<file path="config.mk">
export PLATFORM = sky130hd
export DESIGN_NAME = game_controller_flat
export DESIGN_NICKNAME = d
export VERILOG_FILES = /design/src/rtl/game_controller_if.sv /design/src/rtl/game_controller.sv /design/src/flat_wrapper.sv
export SDC_FILE = /design/constraint.sdc
export NUM_CORES = 1
export LEC_CHECK = 0
export BUFFER_PORTS_ARGS = -buffer_cell sky130_fd_sc_hd__buf_2
export CORE_ASPECT_RATIO = 2
export CORE_UTILIZATION = 45
export DETAILED_ROUTE_END_ITERATION = 8
export GPL_TIMING_DRIVEN = 1
export PLACE_DENSITY = 0.72
export SYNTH_ARGS = -nofsm -noshare
export SYNTH_HDL_FRONTEND = slang
export SYNTH_SLANG_ARGS = --single-unit
</file>
<file path="constraint.sdc">
create_clock -name clk -period 1.7 [get_ports clk]
set_input_delay 0.255 -clock clk [delete_from_list [all_inputs] [get_ports clk]]
set_output_delay 0.255 -clock clk [all_outputs]
set_load 0.005 [all_outputs]
</file>
<file path="src/rtl/game_controller_if.sv">
// Move handshake between a move source (master) and the turn sequencer (slave).
interface game_controller_if;
  logic       move_valid;
  logic [3:0] move_pos;
  logic       move_accept;
  logic       move_reject;

  modport master (output move_valid, output move_pos, input move_accept, input move_reject);
  modport slave  (input move_valid, input move_pos, output move_accept, output move_reject);
endinterface

</file>
<file path="src/rtl/game_controller.sv">
// Tic-tac-toe turn sequencer: owns the 3x3 board, alternates P1/P2, latches the checker outcome.
// Optional per-turn time limit enabled by defining TURN_TIMEOUT_EN.
module game_controller #(
  parameter int TURN_CYCLES = 50_000_000,
  parameter int TMR_W       = 26
) (
  input  logic                clk,
  input  logic                rst,
  input  logic                start,
  game_controller_if.slave    mv,
  input  logic [2:0]          outcome_in,
  output logic [1:0]          grid_A1,
  output logic [1:0]          grid_A2,
  output logic [1:0]          grid_A3,
  output logic [1:0]          grid_B1,
  output logic [1:0]          grid_B2,
  output logic [1:0]          grid_B3,
  output logic [1:0]          grid_C1,
  output logic [1:0]          grid_C2,
  output logic [1:0]          grid_C3,
  output logic [1:0]          turn,
  output logic [3:0]          move_count,
  output logic                game_over,
  output logic [1:0]          result,
  output logic                timeout
);

  if ((64'd1 << TMR_W) <= 64'(TURN_CYCLES)) begin : g_tmr_check
    $error("TMR_W too narrow for TURN_CYCLES");
  end

  typedef enum logic [2:0] {S_IDLE, S_P1, S_P2, S_CHECK, S_OVER} state_t;

  state_t      state_reg, state_next;
  logic [1:0]  grid_reg [9];
  logic [8:0]  occupied;
  logic [15:0] busy_ext;
  logic        cell_busy;
  logic [1:0]  mover;
  logic        write_en;
  logic [3:0]  count_reg, count_next;
  logic [1:0]  result_reg, result_next;
  logic        last_reg, last_next;
  logic        accept_reg, accept_next;
  logic        reject_reg, reject_next;
  logic [1:0]  outc;

`ifdef TURN_TIMEOUT_EN
  logic [TMR_W-1:0] timer_reg, timer_next;
  logic             timeout_reg, timeout_next;
`endif

  genvar gi;
  generate
    for (gi = 0; gi < 9; gi++) begin : g_cell
      assign occupied[gi] = (grid_reg[gi] != 2'b00);
      always_ff @(posedge clk or negedge rst) begin
        if (!rst)
          grid_reg[gi] <= 2'b00;
        else if (start)
          grid_reg[gi] <= 2'b00;
        else if (write_en && (mv.move_pos == 4'(gi)))
          grid_reg[gi] <= mover;
      end
    end
  endgenerate

  // Indices 9..15 read as busy so one lookup covers both illegal cases.
  assign busy_ext  = {7'h7f, occupied};
  assign cell_busy = busy_ext[mv.move_pos];
  assign mover     = (state_reg == S_P2) ? 2'b10 : 2'b01;
  assign outc      = outcome_in[2] ? 2'b00 : outcome_in[1:0];

  always_comb begin
    state_next  = state_reg;
    count_next  = count_reg;
    result_next = result_reg;
    last_next   = last_reg;
    accept_next = 1'b0;
    reject_next = 1'b0;
    write_en    = 1'b0;
`ifdef TURN_TIMEOUT_EN
    timer_next   = '0;
    timeout_next = 1'b0;
`endif
    if (start) begin
      state_next  = S_P1;
      count_next  = 4'd0;
      result_next = 2'b00;
    end else begin
      case (state_reg)
        S_IDLE: ;
        S_P1, S_P2: begin
          if (mv.move_valid && !cell_busy) begin
            write_en    = 1'b1;
            count_next  = count_reg + 4'd1;
            accept_next = 1'b1;
            last_next   = (state_reg == S_P2);
            state_next  = S_CHECK;
          end else begin
            reject_next = mv.move_valid;
`ifdef TURN_TIMEOUT_EN
            if (timer_reg == TMR_W'(TURN_CYCLES - 1)) begin
              timeout_next = 1'b1;
              state_next   = (state_reg == S_P1) ? S_P2 : S_P1;
            end else begin
              timer_next = timer_reg + TMR_W'(1);
            end
`endif
          end
        end
        S_CHECK: begin
          if (outc != 2'b00) begin
            state_next  = S_OVER;
            result_next = outc;
          end else begin
            state_next = last_reg ? S_P1 : S_P2;
          end
        end
        S_OVER: ;
        default: state_next = S_IDLE;
      endcase
    end
  end

  always_ff @(posedge clk or negedge rst) begin
    if (!rst) begin
      state_reg  <= S_IDLE;
      count_reg  <= 4'd0;
      result_reg <= 2'b00;
      last_reg   <= 1'b0;
      accept_reg <= 1'b0;
      reject_reg <= 1'b0;
    end else begin
      state_reg  <= state_next;
      count_reg  <= count_next;
      result_reg <= result_next;
      last_reg   <= last_next;
      accept_reg <= accept_next;
      reject_reg <= reject_next;
    end
  end

`ifdef TURN_TIMEOUT_EN
  always_ff @(posedge clk or negedge rst) begin
    if (!rst) begin
      timer_reg   <= '0;
      timeout_reg <= 1'b0;
    end else begin
      timer_reg   <= timer_next;
      timeout_reg <= timeout_next;
    end
  end
  assign timeout = timeout_reg;
`else
  assign timeout = 1'b0;
`endif

  assign grid_A1 = grid_reg[0];
  assign grid_A2 = grid_reg[1];
  assign grid_A3 = grid_reg[2];
  assign grid_B1 = grid_reg[3];
  assign grid_B2 = grid_reg[4];
  assign grid_B3 = grid_reg[5];
  assign grid_C1 = grid_reg[6];
  assign grid_C2 = grid_reg[7];
  assign grid_C3 = grid_reg[8];

  assign turn           = (state_reg == S_P1) ? 2'b01 : (state_reg == S_P2) ? 2'b10 : 2'b00;
  assign game_over      = (state_reg == S_OVER);
  assign result         = result_reg;
  assign move_count     = count_reg;
  assign mv.move_accept = accept_reg;
  assign mv.move_reject = reject_reg;

endmodule
</file>
<file path="src/flat_wrapper.sv">
// flat-port wrapper written by rule: the top's interface ports become plain ports
module game_controller_flat 
#(
  parameter int TURN_CYCLES = 50_000_000,
  parameter int TMR_W       = 26
)
  (clk, rst, start, outcome_in, grid_A1, grid_A2, grid_A3, grid_B1, grid_B2, grid_B3, grid_C1, grid_C2, grid_C3, turn, move_count, game_over, result, timeout, mv_move_valid, mv_move_pos, mv_move_accept, mv_move_reject);
  game_controller_if mv_i ();
  input  logic clk;
  input  logic rst;
  input  logic start;
  input  logic [2:0] outcome_in;
  output logic [1:0] grid_A1;
  output logic [1:0] grid_A2;
  output logic [1:0] grid_A3;
  output logic [1:0] grid_B1;
  output logic [1:0] grid_B2;
  output logic [1:0] grid_B3;
  output logic [1:0] grid_C1;
  output logic [1:0] grid_C2;
  output logic [1:0] grid_C3;
  output logic [1:0] turn;
  output logic [3:0] move_count;
  output logic game_over;
  output logic [1:0] result;
  output logic timeout;
  input wire logic [$bits(mv_i.move_valid)-1:0] mv_move_valid;
  input wire logic [$bits(mv_i.move_pos)-1:0] mv_move_pos;
  output wire logic [$bits(mv_i.move_accept)-1:0] mv_move_accept;
  output wire logic [$bits(mv_i.move_reject)-1:0] mv_move_reject;
  assign mv_i.move_valid = mv_move_valid;
  assign mv_i.move_pos = mv_move_pos;
  assign mv_move_accept = mv_i.move_accept;
  assign mv_move_reject = mv_i.move_reject;
  game_controller #(.TURN_CYCLES(TURN_CYCLES), .TMR_W(TMR_W)) u_core (.clk(clk), .rst(rst), .start(start), .mv(mv_i), .outcome_in(outcome_in), .grid_A1(grid_A1), .grid_A2(grid_A2), .grid_A3(grid_A3), .grid_B1(grid_B1), .grid_B2(grid_B2), .grid_B3(grid_B3), .grid_C1(grid_C1), .grid_C2(grid_C2), .grid_C3(grid_C3), .turn(turn), .move_count(move_count), .game_over(game_over), .result(result), .timeout(timeout));
endmodule
</file>
==> results.rst, run 1 <==
.. list-table::
   :header-rows: 1

   * - Metric
     - Value
   * - CP Class
     - reg2reg
   * - Finished Layout Cells
     - 308
   * - Synth Net Count
     - between 150 and 200
   * - Placer Congestion
     - between 0.9 and 1
   * - Number of routed nets with antenna violations
     - 0
   * - Share of post-route cells with drive strength above 1
     - 54.1%
   * - Critical path launch point type
     - register
   * - Rows
     - 31
   * - Number of flip-flops in the largest register
     - 4
   * - Post-route worst setup slack
     - -296 ps
   * - Register bit count reported by yosys
     - 30
   * - TritonCTS Sinks
     - 30
   * - Share of power burned in registers
     - between 40% and 50%
   * - Peak VDD IR
     - between 0.0005 and 0.0006 V
   * - Layout overhead on the synthesized area
     - 59.2%
   * - Max-slew headroom at the worst pin
     - 53.7%
   * - I/O Pins
     - 41
   * - Critical path cell sequence
     - or3b_1 -> a21oi_2 -> buf_4 -> buf_4 -> o2111ai_4 -> or3_4 -> a21oi_2
   * - CTS tree
     - done
   * - Placement-stage cell area
     - about 2300 sq um
   * - Cell taking the most area after synthesis
     - dfrtp_1
   * - Violations in the final reports
     - negative setup slack
   * - Initial antenna violation count
     - 0
   * - Antenna cells
     - 0
   * - Number of instances in the synthesized netlist
     - approximately 170
   * - First-iteration detailed-routing DRC count
     - 56
   * - Clock tree skew after final layout
     - 3.99 ps
   * - Routed length on met1
     - about 1800 um
   * - Data required time of the worst path
     - around 1900 ps
   * - Clock tree buffer depth
     - 2
   * - Area fraction of the dominant cell type after synthesis
     - between 40 and 50%
   * - Switching share of power
     - approximately 29%
   * - CP arrival
     - 2220 ps
   * - Overall Power
     - around 1.7 mW
   * - Maximum number of pins on one net before global-route repair
     - 31
   * - Transition time at the pin with the least slew margin
     - around 700 ps
   * - Post-route core utilization
     - between 70 and 80%
   * - Post-route design area
     - 2680 sq um
   * - Die outline width
     - between 40 and 50 um
   * - Maximum fanout encountered on the critical timing path
     - 3
   * - RSZ-0062 raised after global routing
     - true
   * - Number of H-tree levels
     - 2
   * - Clock-pin slew reported for the worst setup and hold paths after clock tree synthesis
     - about 60 ps
   * - Share of total power in combinational logic
     - 24.6%
   * - Internal power
     - between 1 and 1.5 mW
   * - Number of different library cells in the post-synthesis netlist
     - 47
   * - Detail Placement HPWL
     - 3720 um
   * - Initial DRT Pass Iterations
     - 4
   * - Vias per std cell
     - 5.94
   * - Worst-path cell with the longest stage delay
     - or3_4
   * - Fin. Hold Viols
     - 0
   * - Number of setup violations in the final report
     - 27
   * - Placed Instances
     - around 290
   * - Die Height
     - between 80 and 90 um
   * - Most used flip-flop cell after synthesis
     - dfrtp_1
   * - Detailed-routed wire length on met3
     - around 260 um
   * - Vias
     - between 1500 and 2000
   * - Worst-Skew Late Latency
     - between 200 and 300 ps
   * - Count of flip-flops with a built-in enable after synthesis
     - 0
   * - Post-detailed-route wirelength per cell
     - 18.2 um
   * - Starting density of the core
     - between 40 and 50%
   * - Highest clock rate
     - around 500 MHz
   * - Post-cts hold buffer count
     - 0
   * - Die area
     - around 4000 sq um
   * - Sequential share of the synthesized area
     - about 45%
   * - Yosys synthesis warning count
     - 0
   * - Uppermost layer routed
     - met4
   * - Number of slew-limit violations in the final report
     - 0
   * - Lkg Pwr
     - between 1 and 1.5 nW
   * - Vias in the first global route
     - 1850
   * - Number of nets in the layout
     - ~270
   * - Global-route wire length before repair
     - between 8000 and 9000 um
   * - Outcome
     - complete, but fails checks
   * - Fraction of registers with async set or reset after synthesis
     - 100%
   * - Critical path endpoint category
     - register
   * - Clock root cell
     - clkbuf_8
   * - Cell area after synthesis
     - roughly 1700 sq um
   * - Post-Route WL
     - 5600 um
   * - Core Box Area
     - ~3600 sq um
   * - DRC violations left
     - 0
   * - DR WL met2
     - between 3000 and 4000 um
   * - Power density cells
     - 642 nW/um^2
   * - Avg Synthesized Cell Area
     - 10.2 sq um
   * - Power share of the clock group
     - between 30% and 40%
   * - IO buf count
     - 39
   * - Residual overflow from global routing
     - 0
   * - Fin crit share
     - 117%
   * - Biggest area contributors in the synthesized netlist
     - dfrtp_1, o41ai_2, a22o_1
   * - Longest individual stage delay on the worst path
     - roughly 430 ps
   * - TritonCTS buffer count
     - 5
   * - Setup total negative slack
     - -4200 ps
   * - Aggregate global-route resource usage
     - approximately 29%
   * - Maxcap violations
     - 0
   * - Min Tclk post-route
     - between 1500 and 2000 ps
   * - Switching power total
     - between 0.5 and 0.6 mW
   * - Class of the most critical hold timing path
     - in2async
-- through the flow --
| stage | hold WS (ps) | worst slack (ps) |
|---|---|---|
| 6_report | 5.87 | -296 |
| 2_1_floorplan | -40.6 | -204 |
| 3_5_place_dp | 331 | -337 |
| 5_1_grt | 58.8 | -336 |
| 3_3_place_gp | 314 | -298 |
| 4_1_cts | 20.9 | -205 |
-- cells in the final DEF (no fill, tap or decap), types with 2 or more instances in the layout --
| cell | n |
|---|---|
| buf_12 | 2 |
| o21ai_0 | 2 |
| nor4b_1 | 3 |
| clkbuf_1 | 2 |
| nor3b_1 | 2 |
| o2111ai_2 | 2 |
| inv_1 | 4 |
| nand2_1 | 18 |
| nor3_1 | 8 |
| nor2_1 | 5 |
| o21ai_2 | 2 |
| or4b_4 | 2 |
| nand2b_1 | 2 |
| dfrtp_1 | 30 |
| a22o_1 | 10 |
| nor2b_1 | 4 |
| or3_1 | 4 |
| o41ai_4 | 4 |
| o21ai_1 | 2 |
| o21a_1 | 2 |
| nor2_4 | 2 |
| o41ai_2 | 4 |
| a21oi_1 | 5 |
| nand4b_1 | 2 |
| a21oi_2 | 4 |
| clkbuf_8 | 5 |
| buf_4 | 49 |
| buf_2 | 37 |
| buf_6 | 11 |
-- per-layer routing --
metal | track usage [%] | vias to the layer above
met5 | 0 | -
met4 | 21.5 | 0
met3 | 5.51 | 26
met2 | 51.3 | 84
met1 | 28.7 | 905
li1 | - | 816
-- kinds of logic after synthesis --
kind of cell / count (synthesis) / synth area share [%]
AO/OA/AOI/OAI: 48 / 25.5
adder cells (fa/ha/maj): 1 / 0.744
other: 1 / 0.223
buffers and inverters: 17 / 4.76
XOR/XNOR: 1 / 0.521
AND/OR/NAND/NOR: 66 / 22.9
multiplexers: 1 / 0.670
flip-flops: 30 / 44.7
-- power by group through the flow --
| stage | Sequential (mW) | Combinational, mW | Clock [mW] |
|---|---|---|---|
| detailed placement | 0.765 | 0.322 | 0 |
| CTS | 0.753 | 0.378 | 0.553 |
| floorplan | 0.764 | 0.171 | 0 |
| finish | 0.755 | 0.423 | 0.540 |
| global route | 0.757 | 0.449 | 0.579 |
| global placement | 0.765 | 0.312 | 0 |
-- what timing repair did --
action / in CTS / in global routing
setup buffers: 8 / 8
cloned: 1 / 0
gates resized for setup: 27 / 16
pin swaps: 13 / 13
endpoints found under the setup margin: 28 / 27
-- synth_stat cells (2+ instances only) --
master	count
a21oi_1	9
a22o_1	10
buf_4	2
clkbuf_1	7
dfrtp_1	30
inv_1	4
nand2_1	18
nand2b_1	2
nand4b_1	2
nor2_1	8
nor2b_1	5
nor3_1	9
nor3b_1	3
nor4b_1	3
o2111ai_1	3
o21a_1	2
o21ai_0	2
o21ai_1	4
o22ai_1	2
o41ai_2	8
or3_1	5
or4b_1	2
-- worst paths after layout --
path | from | end | slack [ps] | cells after the start
worst max-delay path | u_core.grid_A3[0] | u_core.move_count[3] | -300 | 7
worst min-delay path | rst | u_core.mv.move_accept | 6 | 1
worst max register to register | u_core.grid_A3[0] | u_core.move_count[3] | -300 | 7
worst min register to register | u_core.result[0] | u_core.result[0] | 520 | 2
max in group asynchronous | rst | u_core.grid_A2[0] | 1240 | 1
min in group clk | mv_move_valid | u_core.last_reg | 200 | 2
-- area by class of cell --
| cell class | count | area [sq um] |
|---|---|---|
| Clock buffer | 7 | 76.3 |
| Fill cell | 247 | 932 |
| Inverter | 5 | 21.3 |
| Multi-Input combinational cell | 118 | 1050 |
| Sequential cell | 30 | 751 |
| Tap cell | 49 | 61.3 |
| Timing Repair Buffer | 99 | 717 |
-- worst max-delay path: cells and delay by family (launching register included) --
kind	cells	cell delay [ps]
DFF	1	390
buffers and inverters	2	260
and+or+nand+nor	2	830
AOI/OAI and AO/OA	3	440
(Power assumes the default switching activity.)
==> inputs of run 2 (changes only) <==
Settings changed: CTS_BUF_LIST from default to sky130_fd_sc_hd__clkbuf_4 sky130_fd_sc_hd__clkbuf_8.
==> run 2 against run 1 <==
Compared with the run above:
- the flow still finishes with violations (negative setup slack)
- clock skew grew 3.9 ps
- fmax rose by 2.2%
- design area down 1.6%
- critical path depth down 1
- sequential power about the same
- combinational power hardly changed
- cell count shrank 1.3%
- critical path type unchanged
- highest routed layer unchanged
- via count decreased by 1.5%
- routed wire length increased by 1.3%
- global-route usage grew 0.45 points
- count of clock-buffer cells in the layout stayed put
==> results.rst, run 2 (synthesis gave the netlist of run 1 again) <==
.. list-table::
   :header-rows: 1

   * - Metric
     - Value
   * - TritonCTS buffer count
     - 5
   * - CP Class
     - reg2reg
   * - Fin. Hold Viols
     - 0
   * - Detailed-routed wire length on met3
     - 220 um
   * - Lkg Pwr
     - between 1 and 1.5 nW
   * - CP arrival
     - about 2200 ps
   * - Critical path endpoint category
     - register
   * - Highest clock rate
     - 512 MHz
   * - Die Height
     - 88.4 um
   * - Number of flip-flops in the largest register
     - 4
   * - Vias in the first global route
     - between 1500 and 2000
   * - First-iteration detailed-routing DRC count
     - 41
   * - Startpoint of the worst setup timing path
     - u_core.grid_A2[1]
   * - Post-route worst setup slack
     - -254 ps
   * - Clock tree buffer depth
     - 2
   * - Uppermost layer routed
     - met4
   * - TritonCTS Sinks
     - 30
   * - Number of slew-limit violations in the final report
     - 0
   * - DR WL met2
     - roughly 3300 um
   * - Violations in the final reports
     - negative setup slack
   * - DRC violations left
     - 0
   * - Share of post-route cells with drive strength above 1
     - ~54%
   * - Transition time at the pin with the least slew margin
     - between 700 and 800 ps
   * - Layout overhead on the synthesized area
     - 56.7%
   * - Core Box Area
     - roughly 3600 sq um
   * - Number of H-tree levels
     - 2
   * - Starting density of the core
     - approximately 47%
   * - Filler Cell Count
     - between 200 and 300
   * - Placement-stage cell area
     - 2250 sq um
   * - Rows
     - 31
   * - Data required time of the worst path
     - 1930 ps
   * - Number of setup violations in the final report
     - 26
   * - Clock-pin slew reported for the worst setup and hold paths after clock tree synthesis
     - approximately 70 ps
   * - Aggregate global-route resource usage
     - between 20 and 30%
   * - Number of nets in the layout
     - ~270
   * - Worst path bufs/invs
     - 1
   * - Placed Instances
     - 285
   * - CTS tree
     - done
   * - Max-slew headroom at the worst pin
     - a little over half
   * - Initial DRT Pass Iterations
     - 4
   * - Antenna cells
     - 0
   * - Vias
     - 1803
   * - Outcome
     - complete, but fails checks
   * - Maximum fanout encountered on the critical timing path
     - 3
   * - Global-route wire length before repair
     - around 8400 um
   * - Beginning of the worst register-to-register path
     - u_core.grid_A2[1]
   * - Clock root cell
     - clkbuf_8
   * - Initial antenna violation count
     - 0
   * - Die outline width
     - between 40 and 50 um
   * - Clock tree skew after final layout
     - between 7 and 8 ps
   * - Worst-Skew Late Latency
     - slightly below 300 ps
   * - Critical path cell sequence
     - or4b_4 -> o311ai_4 -> buf_6 -> o2111ai_2 -> or3_1 -> a21oi_2
   * - Most used cells in the layout excluding fill and tap cells
     - buf_4, buf_2, dfrtp_1, nand2_1, buf_6
   * - Class of the most critical hold timing path
     - in2async
   * - I/O Pins
     - slightly above 40
   * - Critical path launch point type
     - register
   * - Placer Congestion
     - slightly above 0.9
   * - Post-Route WL
     - 5680 um
   * - Worst-path cell with the longest stage delay
     - or4b_4
   * - Fin crit share
     - 115%
   * - Longest individual stage delay on the worst path
     - 560 ps
   * - Die area
     - between 3000 and 4000 sq um
   * - Power density cells
     - about 670 nW/um^2
   * - Cell class contributing the biggest share of worst-path delay
     - simple AND/OR/NAND/NOR gates
   * - Post-detailed-route wirelength per cell
     - roughly 19 um
   * - Number of routed nets with antenna violations
     - 0
   * - Residual overflow from global routing
     - 0
   * - Maximum number of pins on one net before global-route repair
     - 31
   * - Most common cell after layout, fill and taps aside
     - buf_4
   * - Detail Placement HPWL
     - 3720 um
   * - Peak VDD IR
     - 0.000565 V
   * - IO buf count
     - 39
   * - Maxcap violations
     - 0
   * - Routed length on met1
     - about 1900 um
   * - Post-route design area
     - 2630 sq um
   * - Vias per std cell
     - just under 6
   * - Min Tclk post-route
     - 1950 ps
   * - RSZ-0062 raised after global routing
     - true
   * - Finished Layout Cells
     - 304
[run 2: cell types whose count changed in the layout (fill, tap and decap cells not counted)]
cell,delta
or3_4,-1
a41oi_2,+1
a311oi_4,-1
o2111ai_4,-1
buf_4,-4
a311oi_2,+1
or3_1,+1
clkbuf_1,-2
clkbuf_4,+2
a41oi_1,-1
o2111ai_2,+1
[run 2: final timing paths]
| check | endpoint | slack [ps] | cells past startpoint |
|---|---|---|---|
| setup / recovery | u_core.move_count[3] | -250 | 6 |
| hold / removal | u_core.move_count[2] | 5 | 1 |
| hold reg to reg | u_core.result[0] | 520 | 2 |
| min in group clk | u_core.last_reg | 200 | 2 |
| max in group asynchronous | u_core.grid_B3[0] | 1230 | 1 |
| setup reg to reg | u_core.move_count[3] | -250 | 6 |
[run 2: cell type report]
type	instances	area, sq um	area share [%]
Multi-Input combinational cell	118	1030	39.1
Sequential cell	30	751	28.5
Timing Repair Buffer	95	687	26.1
Clock buffer	7	83.8	3.18
Inverter	5	21.3	0.808
Tap cell	49	61.3	2.33
[run 2: routing by layer]
layer | vias up | track usage [%]
met1 | 909 | 29.8
met3 | 23 | 5.31
met5 | - | 0
met4 | 0 | 22.0
met2 | 67 | 51.5
li1 | 804 | -
[run 2: metrics by stage]
stage	hold WS [ps]	setup WS [ps]	TNS [ps]	util [%]	power, mW
after floorplan	-40.6	-204	-2150	-	0.935
final	4.97	-254	-4230	73.0	1.75
after global placement	314	-298	-6130	62.5	1.08
after detailed placement	331	-337	-7130	62.5	1.09
after global routing	55.5	-285	-5500	73.0	1.82
after CTS	20.6	-205	-3830	70.0	1.72
[run 2: timing repair]
action | CTS | global route
pin swaps | 13 | 11
endpoints found under the setup margin | 28 | 27
cloned | 1 | 0
hold buffers | 0 | 0
resized for setup | 27 | 14
buffers inserted | 8 | 4
[run 2: worst reg2reg max path, stage by stage, from the launching register on]
cell	delay, ps
dfrtp_1	380
or4b_4	560
o311ai_4	140
buf_6	170
o2111ai_2	120
or3_1	390
a21oi_2	130
[run 2: where the power goes]
| part | switching, mW | internal, mW | total (mW) |
|---|---|---|---|
| Sequential | 0.0174 | 0.737 | 0.755 |
| Clock | 0.266 | 0.313 | 0.579 |
| Combinational | 0.227 | 0.193 | 0.420 |
